**src/rtl/fir_filter_ctrl.sv**
```systemverilog
// fir_filter_ctrl -- single-MAC, time-multiplexed FIR filter controller.
//
// Samples are accepted over a valid/ready handshake (i_ce / o_ready) and
// written into a circular delay line. The block then spends NTAPS cycles
// accumulating tap[k] * delay[newest-k] and one more cycle rounding,
// shifting and saturating into o_result. The tap bank is writable at run
// time, but only while the block is idle.
//
// Optional feature: define FIR_DC_REMOVE_EN to subtract a running DC
// estimate from each sample before it enters the delay line.
//
// Ports:
//   i_clk, i_reset   clock, synchronous active-high reset
//   i_ce, o_ready    sample valid / block can accept a sample
//   i_sample         signed input sample (IW)
//   i_tap_wr/addr/tap  tap bank write port (honoured in IDLE only)
//   o_valid          one-cycle result strobe
//   o_result         signed filtered output (OW), held between strobes
//   o_busy           MAC in progress
//   i_ovf_clr, o_ovf sticky saturation flag and its clear
module fir_filter_ctrl #(
  parameter int IW       = 16,
  parameter int CW       = 16,
  parameter int OW       = 16,
  parameter int NTAPS    = 16,
  parameter int SHIFT    = 15,
  parameter int DC_SHIFT = 6
) (
  input  logic                       i_clk,
  input  logic                       i_reset,
  input  logic                       i_ce,
  output logic                       o_ready,
  input  logic signed [IW-1:0]       i_sample,
  input  logic                       i_tap_wr,
  input  logic [$clog2(NTAPS)-1:0]   i_tap_addr,
  input  logic signed [CW-1:0]       i_tap,
  output logic                       o_valid,
  output logic signed [OW-1:0]       o_result,
  output logic                       o_busy,
  input  logic                       i_ovf_clr,
  output logic                       o_ovf
);

  localparam int AddrW = $clog2(NTAPS);
  localparam int AW    = IW + CW + $clog2(NTAPS);
  // Rounding/shift/compare width: one guard bit over the accumulator and
  // wide enough to hold the output limits.
  localparam int RW    = (AW + 1 > OW + 1) ? AW + 1 : OW + 1;

  localparam logic [AddrW-1:0]      LAST    = AddrW'(NTAPS - 1);
  localparam logic [AddrW-1:0]      NT_MOD  = AddrW'(NTAPS);
  localparam logic signed [CW-1:0]  TAP_ONE = {1'b0, {(CW-1){1'b1}}};
  localparam logic signed [RW-1:0]  RND     = RW'(64'sd1 <<< (SHIFT - 1));
  localparam logic signed [RW-1:0]  OMAX    = RW'((64'sd1 <<< (OW - 1)) - 64'sd1);
  localparam logic signed [RW-1:0]  OMIN    = RW'(-(64'sd1 <<< (OW - 1)));

  if (NTAPS < 2 || SHIFT < 1 || DC_SHIFT < 1) begin : g_bad_param
    $error("fir_filter_ctrl: NTAPS>=2, SHIFT>=1, DC_SHIFT>=1 required");
  end

  typedef enum logic [1:0] {IDLE, MAC, OUT} state_e;

  state_e                  state_q, state_d;
  logic [AddrW-1:0]        wptr_q, wptr_d;
  logic [AddrW-1:0]        newest_q, newest_d;
  logic [AddrW-1:0]        k_q, k_d;
  logic signed [AW-1:0]    acc_q, acc_d;
  logic                    valid_q, valid_d;
  logic signed [OW-1:0]    result_q, result_d;
  logic                    ovf_q, ovf_d;

  logic signed [CW-1:0]    tap_q   [NTAPS];
  logic signed [IW-1:0]    delay_q [NTAPS];

  logic                    accept, tap_we;
  logic signed [IW-1:0]    d_in;
  logic [AddrW-1:0]        idx;
  logic signed [IW+CW-1:0] prod;
  logic signed [RW-1:0]    rnd, shr;
  logic                    sat_hi, sat_lo;
  logic signed [OW-1:0]    sat_val;

  assign accept = (state_q == IDLE) && i_ce;
  assign tap_we = (state_q == IDLE) && i_tap_wr;

  // Delay-line tap index (newest - k) mod NTAPS. The raw difference is taken
  // mod 2^AddrW; adding NTAPS on borrow corrects it for non-power-of-2 depths.
  assign idx  = newest_q - k_q + ((newest_q < k_q) ? NT_MOD : '0);
  assign prod = tap_q[k_q] * delay_q[idx];

  // Round half up, arithmetic shift, clamp to OW.
  always_comb begin
    rnd    = RW'(acc_q) + RND;
    shr    = rnd >>> SHIFT;
    sat_hi = shr > OMAX;
    sat_lo = shr < OMIN;
    if (sat_hi)      sat_val = OW'(OMAX);
    else if (sat_lo) sat_val = OW'(OMIN);
    else             sat_val = shr[OW-1:0];
  end

`ifdef FIR_DC_REMOVE_EN
  // DC tracker: avg_q holds the running mean with DC_SHIFT fraction bits.
  // Adding the integer difference to the fixed-point register is the same
  // as adding (x - avg) >>> DC_SHIFT in integer units.
  localparam int DW = IW + DC_SHIFT;
  logic signed [DW-1:0] avg_q, avg_d;
  logic signed [IW-1:0] avg_int;
  logic signed [IW:0]   diff;

  always_comb begin
    avg_int = avg_q[DW-1:DC_SHIFT];
    diff    = (IW+1)'(i_sample) - (IW+1)'(avg_int);
    if (diff[IW] != diff[IW-1])
      d_in = diff[IW] ? {1'b1, {(IW-1){1'b0}}} : {1'b0, {(IW-1){1'b1}}};
    else
      d_in = diff[IW-1:0];
    avg_d = avg_q + DW'(diff);
  end

  always_ff @(posedge i_clk) begin
    if (i_reset)     avg_q <= '0;
    else if (accept) avg_q <= avg_d;
  end
`else
  assign d_in = i_sample;
`endif

  always_comb begin
    state_d  = state_q;
    wptr_d   = wptr_q;
    newest_d = newest_q;
    k_d      = k_q;
    acc_d    = acc_q;
    valid_d  = 1'b0;
    result_d = result_q;
    ovf_d    = i_ovf_clr ? 1'b0 : ovf_q;
    unique case (state_q)
      IDLE: begin
        if (i_ce) begin
          newest_d = wptr_q;
          wptr_d   = (wptr_q == LAST) ? '0 : wptr_q + 1'b1;
          acc_d    = '0;
          k_d      = '0;
          state_d  = MAC;
        end
      end
      MAC: begin
        acc_d = acc_q + AW'(prod);
        k_d   = k_q + 1'b1;
        if (k_q == LAST) state_d = OUT;
      end
      OUT: begin
        valid_d  = 1'b1;
        result_d = sat_val;
        // A saturation outranks a simultaneous clear.
        if (sat_hi || sat_lo) ovf_d = 1'b1;
        state_d  = IDLE;
      end
      default: state_d = IDLE;
    endcase
  end

  always_ff @(posedge i_clk) begin
    if (i_reset) begin
      state_q  <= IDLE;
      wptr_q   <= '0;
      newest_q <= '0;
      k_q      <= '0;
      acc_q    <= '0;
      valid_q  <= 1'b0;
      result_q <= '0;
      ovf_q    <= 1'b0;
    end else begin
      state_q  <= state_d;
      wptr_q   <= wptr_d;
      newest_q <= newest_d;
      k_q      <= k_d;
      acc_q    <= acc_d;
      valid_q  <= valid_d;
      result_q <= result_d;
      ovf_q    <= ovf_d;
    end
  end

  // Tap bank and delay line. A tap write and a sample accept on the same
  // edge both land here, so the MAC that follows sees the new tap.
  always_ff @(posedge i_clk) begin
    if (i_reset) begin
      for (int i = 0; i < NTAPS; i++) begin
        tap_q[i]   <= (i == 0) ? TAP_ONE : '0;
        delay_q[i] <= '0;
      end
    end else begin
      if (tap_we) tap_q[i_tap_addr] <= i_tap;
      if (accept) delay_q[wptr_q]   <= d_in;
    end
  end

  assign o_ready  = (state_q == IDLE);
  assign o_busy   = (state_q == MAC);
  assign o_valid  = valid_q;
  assign o_result = result_q;
  assign o_ovf    = ovf_q;

endmodule

```
**config.mk**
```make
export PLATFORM = sky130hd
export DESIGN_NAME = fir_filter_ctrl
export DESIGN_NICKNAME = d
export VERILOG_FILES = /design/src/rtl/fir_filter_ctrl.sv
export SDC_FILE = /design/constraint.sdc
export NUM_CORES = 2
export LEC_CHECK = 0
export ABC_CLOCK_PERIOD_IN_PS = 11200
export BUFFER_PORTS_ARGS = -buffer_cell sky130_fd_sc_hd__buf_2
export CAP_MARGIN = 20
export CELL_PAD_IN_SITES_DETAIL_PLACEMENT = 1
export CELL_PAD_IN_SITES_GLOBAL_PLACEMENT = 1
export CORE_ASPECT_RATIO = 0.7
export CORE_MARGIN = 2
export CORE_UTILIZATION = 30
export CTS_BUF_LIST = sky130_fd_sc_hd__clkbuf_8
export DETAILED_ROUTE_END_ITERATION = 10
export GPL_TIMING_DRIVEN = 0
export PLACE_DENSITY = 0.54
export SYNTH_ARGS = -nofsm -noshare
export SYNTH_HDL_FRONTEND = slang
export SYNTH_SLANG_ARGS = --single-unit
```
**constraint.sdc**
```tcl
create_clock -name i_clk -period 11.2 [get_ports i_clk]
set_clock_uncertainty 0.1 [all_clocks]
set_input_delay 2.24 -clock i_clk [delete_from_list [all_inputs] [get_ports i_clk]]
set_output_delay 2.24 -clock i_clk [all_outputs]
set_load 0.02 [all_outputs]
```
======== After elaboration in Yosys (flattened, before gate mapping) ========
Memories as Yosys holds them, arrays and structs flattened. A register that Yosys moved wholly into a read port is not among the register bits.
Index checks and enable logic that the tools add are counted.
storage, ports and cells
  register bits after elaboration ......... 68
  memories kept ........................... 2
  logic and storage cells ................. 64
  output and inout port bits .............. 20
  input port bits ......................... 41
  memory bits (writable) .................. 512
operators by class
  eq/ne operators ......................... 6
  $add $sub $neg .......................... 5
  multiplexer cells ....................... 30
  order comparisons ....................... 2
  $mul .................................... 1
  reductions and logical operators ........ 10
memories
  memory   words  bits a word  rd ports  clocked after Yosys merged registers in  write ports  line  text
  delay_q  16     16           1         0                                        16           73    logic signed [IW-1:0] delay_q [NTAPS];
  tap_q    16     16           1         1                                        16           72    logic signed [CW-1:0] tap_q [NTAPS];
operators with widths
  kind                      number
  $pmux W36 S2              1
  $mux W16                  4
  $add A36 B16 Y37 const B  1
  $add A36 B32 Y36          1
  $mux W36                  1
  $mul A16 B16 Y32          1
  $reduce_or A16 Y1         2
  $mux W4                   6
  $gt A22 B16 Y1 const B    1
  $lt A22 B16 Y1 const B    1
  $mux W1                   14
  $add A4 B1 Y4 const B     2
  $eq A4 B4 Y1 const B      2
  $pmux W4 S2               1
  $reduce_and A2 Y1         3
  $mux W2                   2
  $pmux W2 S2               1
  $sub A4 B4 Y4             1
  $eq A2 B1 Y1 const B      1
  $eq A2 B2 Y1 const B      1
  $logic_and A1 B1 Y1       2
  $logic_not A2 Y1          1
  $ne A2 B1 Y1 const B      1
  $ne A2 B2 Y1 const B      1
  2 further kinds           2

======== Depth between registers and ports, before layout ========
  word-level depth ........................ 7
  depth in mapped cells ................... 33
  gate-level depth less buffers ........... 30

======== Worst setup path before layout ========
OpenSTA, ideal clock, no wires.
  path type ............................... register to register
  start point ............................. register k_q[0]
  end point ............................... register acc_q[30]
  library setup time ...................... 117 ps
  data arrival time ....................... 7683 ps
  path buffers ............................ 3
  setup slack ............................. 3300 ps
  data required time ...................... 10983 ps
  stages on the path, launching flop included .. 29
  clock period less this slack ............ 7900 ps
  cells stage by stage .................... dfxtp_1 -> ha_1 -> inv_1 -> fa_1 -> buf_2 -> buf_1 -> mux4_2 -> mux2_2 -> a21oi_2 -> buf_4 -> nand2b_1 -> fa_1 -> fa_1 -> fa_1 -> inv_1 -> fa_1 -> fa_1 -> inv_1 -> fa_1 -> inv_1 -> ha_1 -> a21o_1 -> a21o_1 -> a21oi_1 -> o21ai_0 -> a31oi_1 -> a21oi_1 -> or3_1 -> a32o_1
between the ends
  longest elaborated chain between the ends .. 5
ends and longest elaborated chain
  item                      line  text
  start: declaration        66    logic [AddrW-1:0] k_q, k_d;
  start signal: assignment  178   k_q <= k_d;
  $sub A4 B4 Y4             88    assign idx = newest_q - k_q + ((newest_q < k_q) ? NT_MOD : '0);
  $mem_v2 Z16 W16           -
  $mul A16 B16 Y32          89    assign prod = tap_q[k_q] * delay_q[idx];
  $add A36 B32 Y36          149   acc_d = acc_q + AW'(prod);
  $pmux W36 S2              138   unique case (state_q)
  end signal: assignment    170   acc_q <= '0;
  end signal: assignment    179   acc_q <= acc_d;
  end: declaration          67    logic signed [AW-1:0] acc_q, acc_d;
Every way passes these cells.
A chain may end at the register's enable or synchronous reset.

======== Final worst setup path ========
  start point ............................. register k_q[0]
  end point ............................... register acc_q[35]
Same word-level chain as after synthesis.

==> results_dict.tcl <==
set metrics [dict create \
    ys_seq_area_frac 0.437 \
    critPathLaunchType "flop" \
    cts_buffers 101 \
    hp-start "newest_q[0]$_SDFFE_PP0P_" \
    seq_area_um2 16800 \
    synth_edf_count 512 \
    worstReg2RegEnd "acc_q[35]$_SDFFE_PP0P_" \
    reg2reg_depth 28 \
    rsz0062_at_grt "false" \
    hold_path_end "newest_q[0]$_SDFFE_PP0P_" \
    rr_startpoint "k_q[0]$_SDFFE_PP0P_" \
    num_vias 23979 \
    antenna_found_initial 10 \
    areaGrowthSynthToFinish_pct 11.4 \
    drtIter0Drc 1541 \
    postCtsSetupBuffers 0 \
    h-tree-depth 3 \
    cts.path.max_buffers 3 \
    synth_nets 3600 \
    ys_ff_latch 584 \
    hpwl_mm 92.3 \
    worstHoldPathType "reg -> reg" \
    finalSetupViolCount 0 \
    drc 0 \
    critPathTopFamily "adder cells" \
    via_per_inst 4.75 \
    fp.dieH_um 304 \
    worst_slew_pin_slew_ns 1.15 \
    min_path_cells 2 \
    crit_type "reg -> reg" \
    fp.dieW_um 432 \
    routed_wl_mm 121 \
    drive_gt1_frac 0.146 \
    syn_area_per_cell_um2 12.3 \
    core_um2 127000 \
    firstDrtPassIters 5 \
    io_pins 61 \
    instances_no_fill 5053 \
    clk_latency_ns 0.80 \
    dp_cells 4856 \
    io_buffer_count 60 \
    cp_common_cell "fa_1" \
    grt_overflow_total 0 \
    synthArstFlopShare 0 \
    cp-end-kind "flop" \
    dieArea_um2 131000 \
    first_global_vias 25708 \
    max_slew_margin 0.225 \
    multi_input_area_um2 19300 \
    yosysWarnings 0 \
    netlist_instances 3128 \
    place.gp.congestion 0.841 \
    holdWs_ns 0.364 \
    clock-sinks 584 \
    cts_root_buf "clkbuf_8" \
    clkTransAtPathRegs_ns 0.07 \
    syn_area_um2 38500 \
    synth_flop_cell "edfxtp_1" \
    min_period_ns 10.54 \
    postCtsHoldBufs 0 \
    fp-row-count 109 \
    outcome "completed" \
    ff2ff_setup_slack_ns 0.66 \
    start_util 0.304 \
    ctsResizeCount 0 \
    synthDistinctLibCells 79 \
    grt_first_pass_wirelength_mm 179 \
    fin_nets 3769 \
    drv_cap 0 \
    path_buf_inv 7 \
    ant_nets 0 \
    fmax_mhz 94.9 \
    final_core_util 0.338 \
    wire_per_inst_um 23.9 \
    slowest_stage "fa_1" \
    crit_fanout 10 \
    crit_arrival_ns 11.10 \
    fillCellCount 13709 \
    final_max_slew_viol_count 0 \
    grt_max_degree 20 \
    required_ns 11.76 \
    cts_tree "built" \
    tns_ns 0 \
    fin_crit_sh 0.941 \
    hold_viol 0 \
    grt_usage 0.187 \
    cpPeakStageDelay_ns 0.86 \
]
[per-layer routing]
metal	GRT usage	up-vias	part of all wire
li1	-	10783	-
met5	0	-	0
met4	0.0436	0	0.021
met3	0.0368	152	0.052
met2	0.267	524	0.42
met1	0.288	12520	0.51
[final cells by class]
type,count,share of cell area
well taps,1665,0.0486
clock inverters,84,0.0105
diodes,4,0.000234
plain buffers,174,0.0207
clock buffers,106,0.0340
inverters,396,0.0347
flip-flops and latches,584,0.392
multi-input cells,1974,0.450
repair buffers,66,0.00850
[through the flow]
stage          worst slack (ns)  cell area, um2
5_1_grt                  0.0724           42800
4_1_cts                   0.280           42800
3_3_place_gp              0.374           40900
2_1_floorplan              3.30           38500
6_report                  0.658           42900
3_5_place_dp              0.355           40900
[worst reg2reg max path: cells and delay by family, from the launching register on]
kind            cells  cell delay, ns
flops               1            0.43
fa+ha+maj           9            4.36
xor+xnor            1            0.18
simple gates        4            1.08
buf+inv             7            1.64
mux                 2            0.76
compound gates      5            1.88
[cells by family (layout without fill, tap and decap cells)]
group / after synthesis / count (layout) / synth area share
AOI/OAI and AO/OA: 211 / 211 / 0.0382
xor gates and xnor gates: 52 / 52 / 0.0122
adders and majority gates: 431 / 431 / 0.202
buffers and inverters: 570 / 826 / 0.0617
DFF: 584 / 584 / 0.437
muxes: 178 / 178 / 0.0913
other: 0 / 4 / 0
and+or+nand+nor: 1102 / 1102 / 0.158
[sequential cells by signal (all words and copies together), names as in the netlist, named ones only]
register,count
state_q,2
tap_q,256
delay_q,256
o_ovf,1
o_result,16
wptr_q,4
newest_q,4
acc_q,36
o_valid,1
k_q,4
[cells in the mapped netlist (all sizes together) (3+ instances only)]
cell	count	area, um2
a211oi	12	90.1
a21o	15	113
a21oi	81	469
a31oi	10	68.8
a32o	3	30.0
and2	514	3220
and3	10	62.6
buf	77	524
clkbuf	97	364
dfxtp	72	1440
edfxtp	512	15400
fa	316	6330
ha	115	1440
inv	394	1480
mux2	14	158
mux2i	27	270
mux4	137	3090
nand2	183	694
nand2b	47	302
nand3	40	205
nand4	6	37.5
nor2	146	561
nor2b	85	532
nor3	21	115
nor4	4	31.3
o211ai	7	52.6
o21a	6	45.0
o21ai	37	196
o21bai	3	33.8
o22ai	17	175
or2	35	219
or3	3	18.8
xnor2	29	262
xor2	23	209
[worst max-delay path by stage]
| stage | startpoint | endpoint | cells past startpoint |
|---|---|---|---|
| after global routing | k_q[0]$_SDFFE_PP0P_ | acc_q[35]$_SDFFE_PP0P_ | 29 |
| after detailed placement | k_q[0]$_SDFFE_PP0P_ | acc_q[35]$_SDFFE_PP0P_ | 29 |
| final | k_q[0]$_SDFFE_PP0P_ | acc_q[35]$_SDFFE_PP0P_ | 28 |
| after floorplan | k_q[0]$_SDFFE_PP0P_ | acc_q[30]$_SDFFE_PP0P_ | 28 |
| after CTS | k_q[0]$_SDFFE_PP0P_ | acc_q[35]$_SDFFE_PP0P_ | 28 |
| after global placement | k_q[0]$_SDFFE_PP0P_ | acc_q[35]$_SDFFE_PP0P_ | 28 |
[cell usage in the layout, fill, tap and decap left out, types with 18 or more instances in the layout]
cell type  count
a21oi_1       66
clkinv_1      24
nor3_1        18
nand3_1       39
xnor2_1       28
mux4_2       137
edfxtp_1     512
and2_1       514
ha_1         115
buf_2        101
xor2_1        22
fa_1         316
nor2_1       141
inv_1        436
or2_2         31
dfxtp_1       72
clkbuf_1      97
nor2b_1       85
nand2b_1      46
clkbuf_8     106
mux2i_1       27
nand2_1      182
buf_6         20
Power is left out: the tool's default activity adds up to more than one toggle a clock period on the data nets, which glitch-free logic cannot reach.
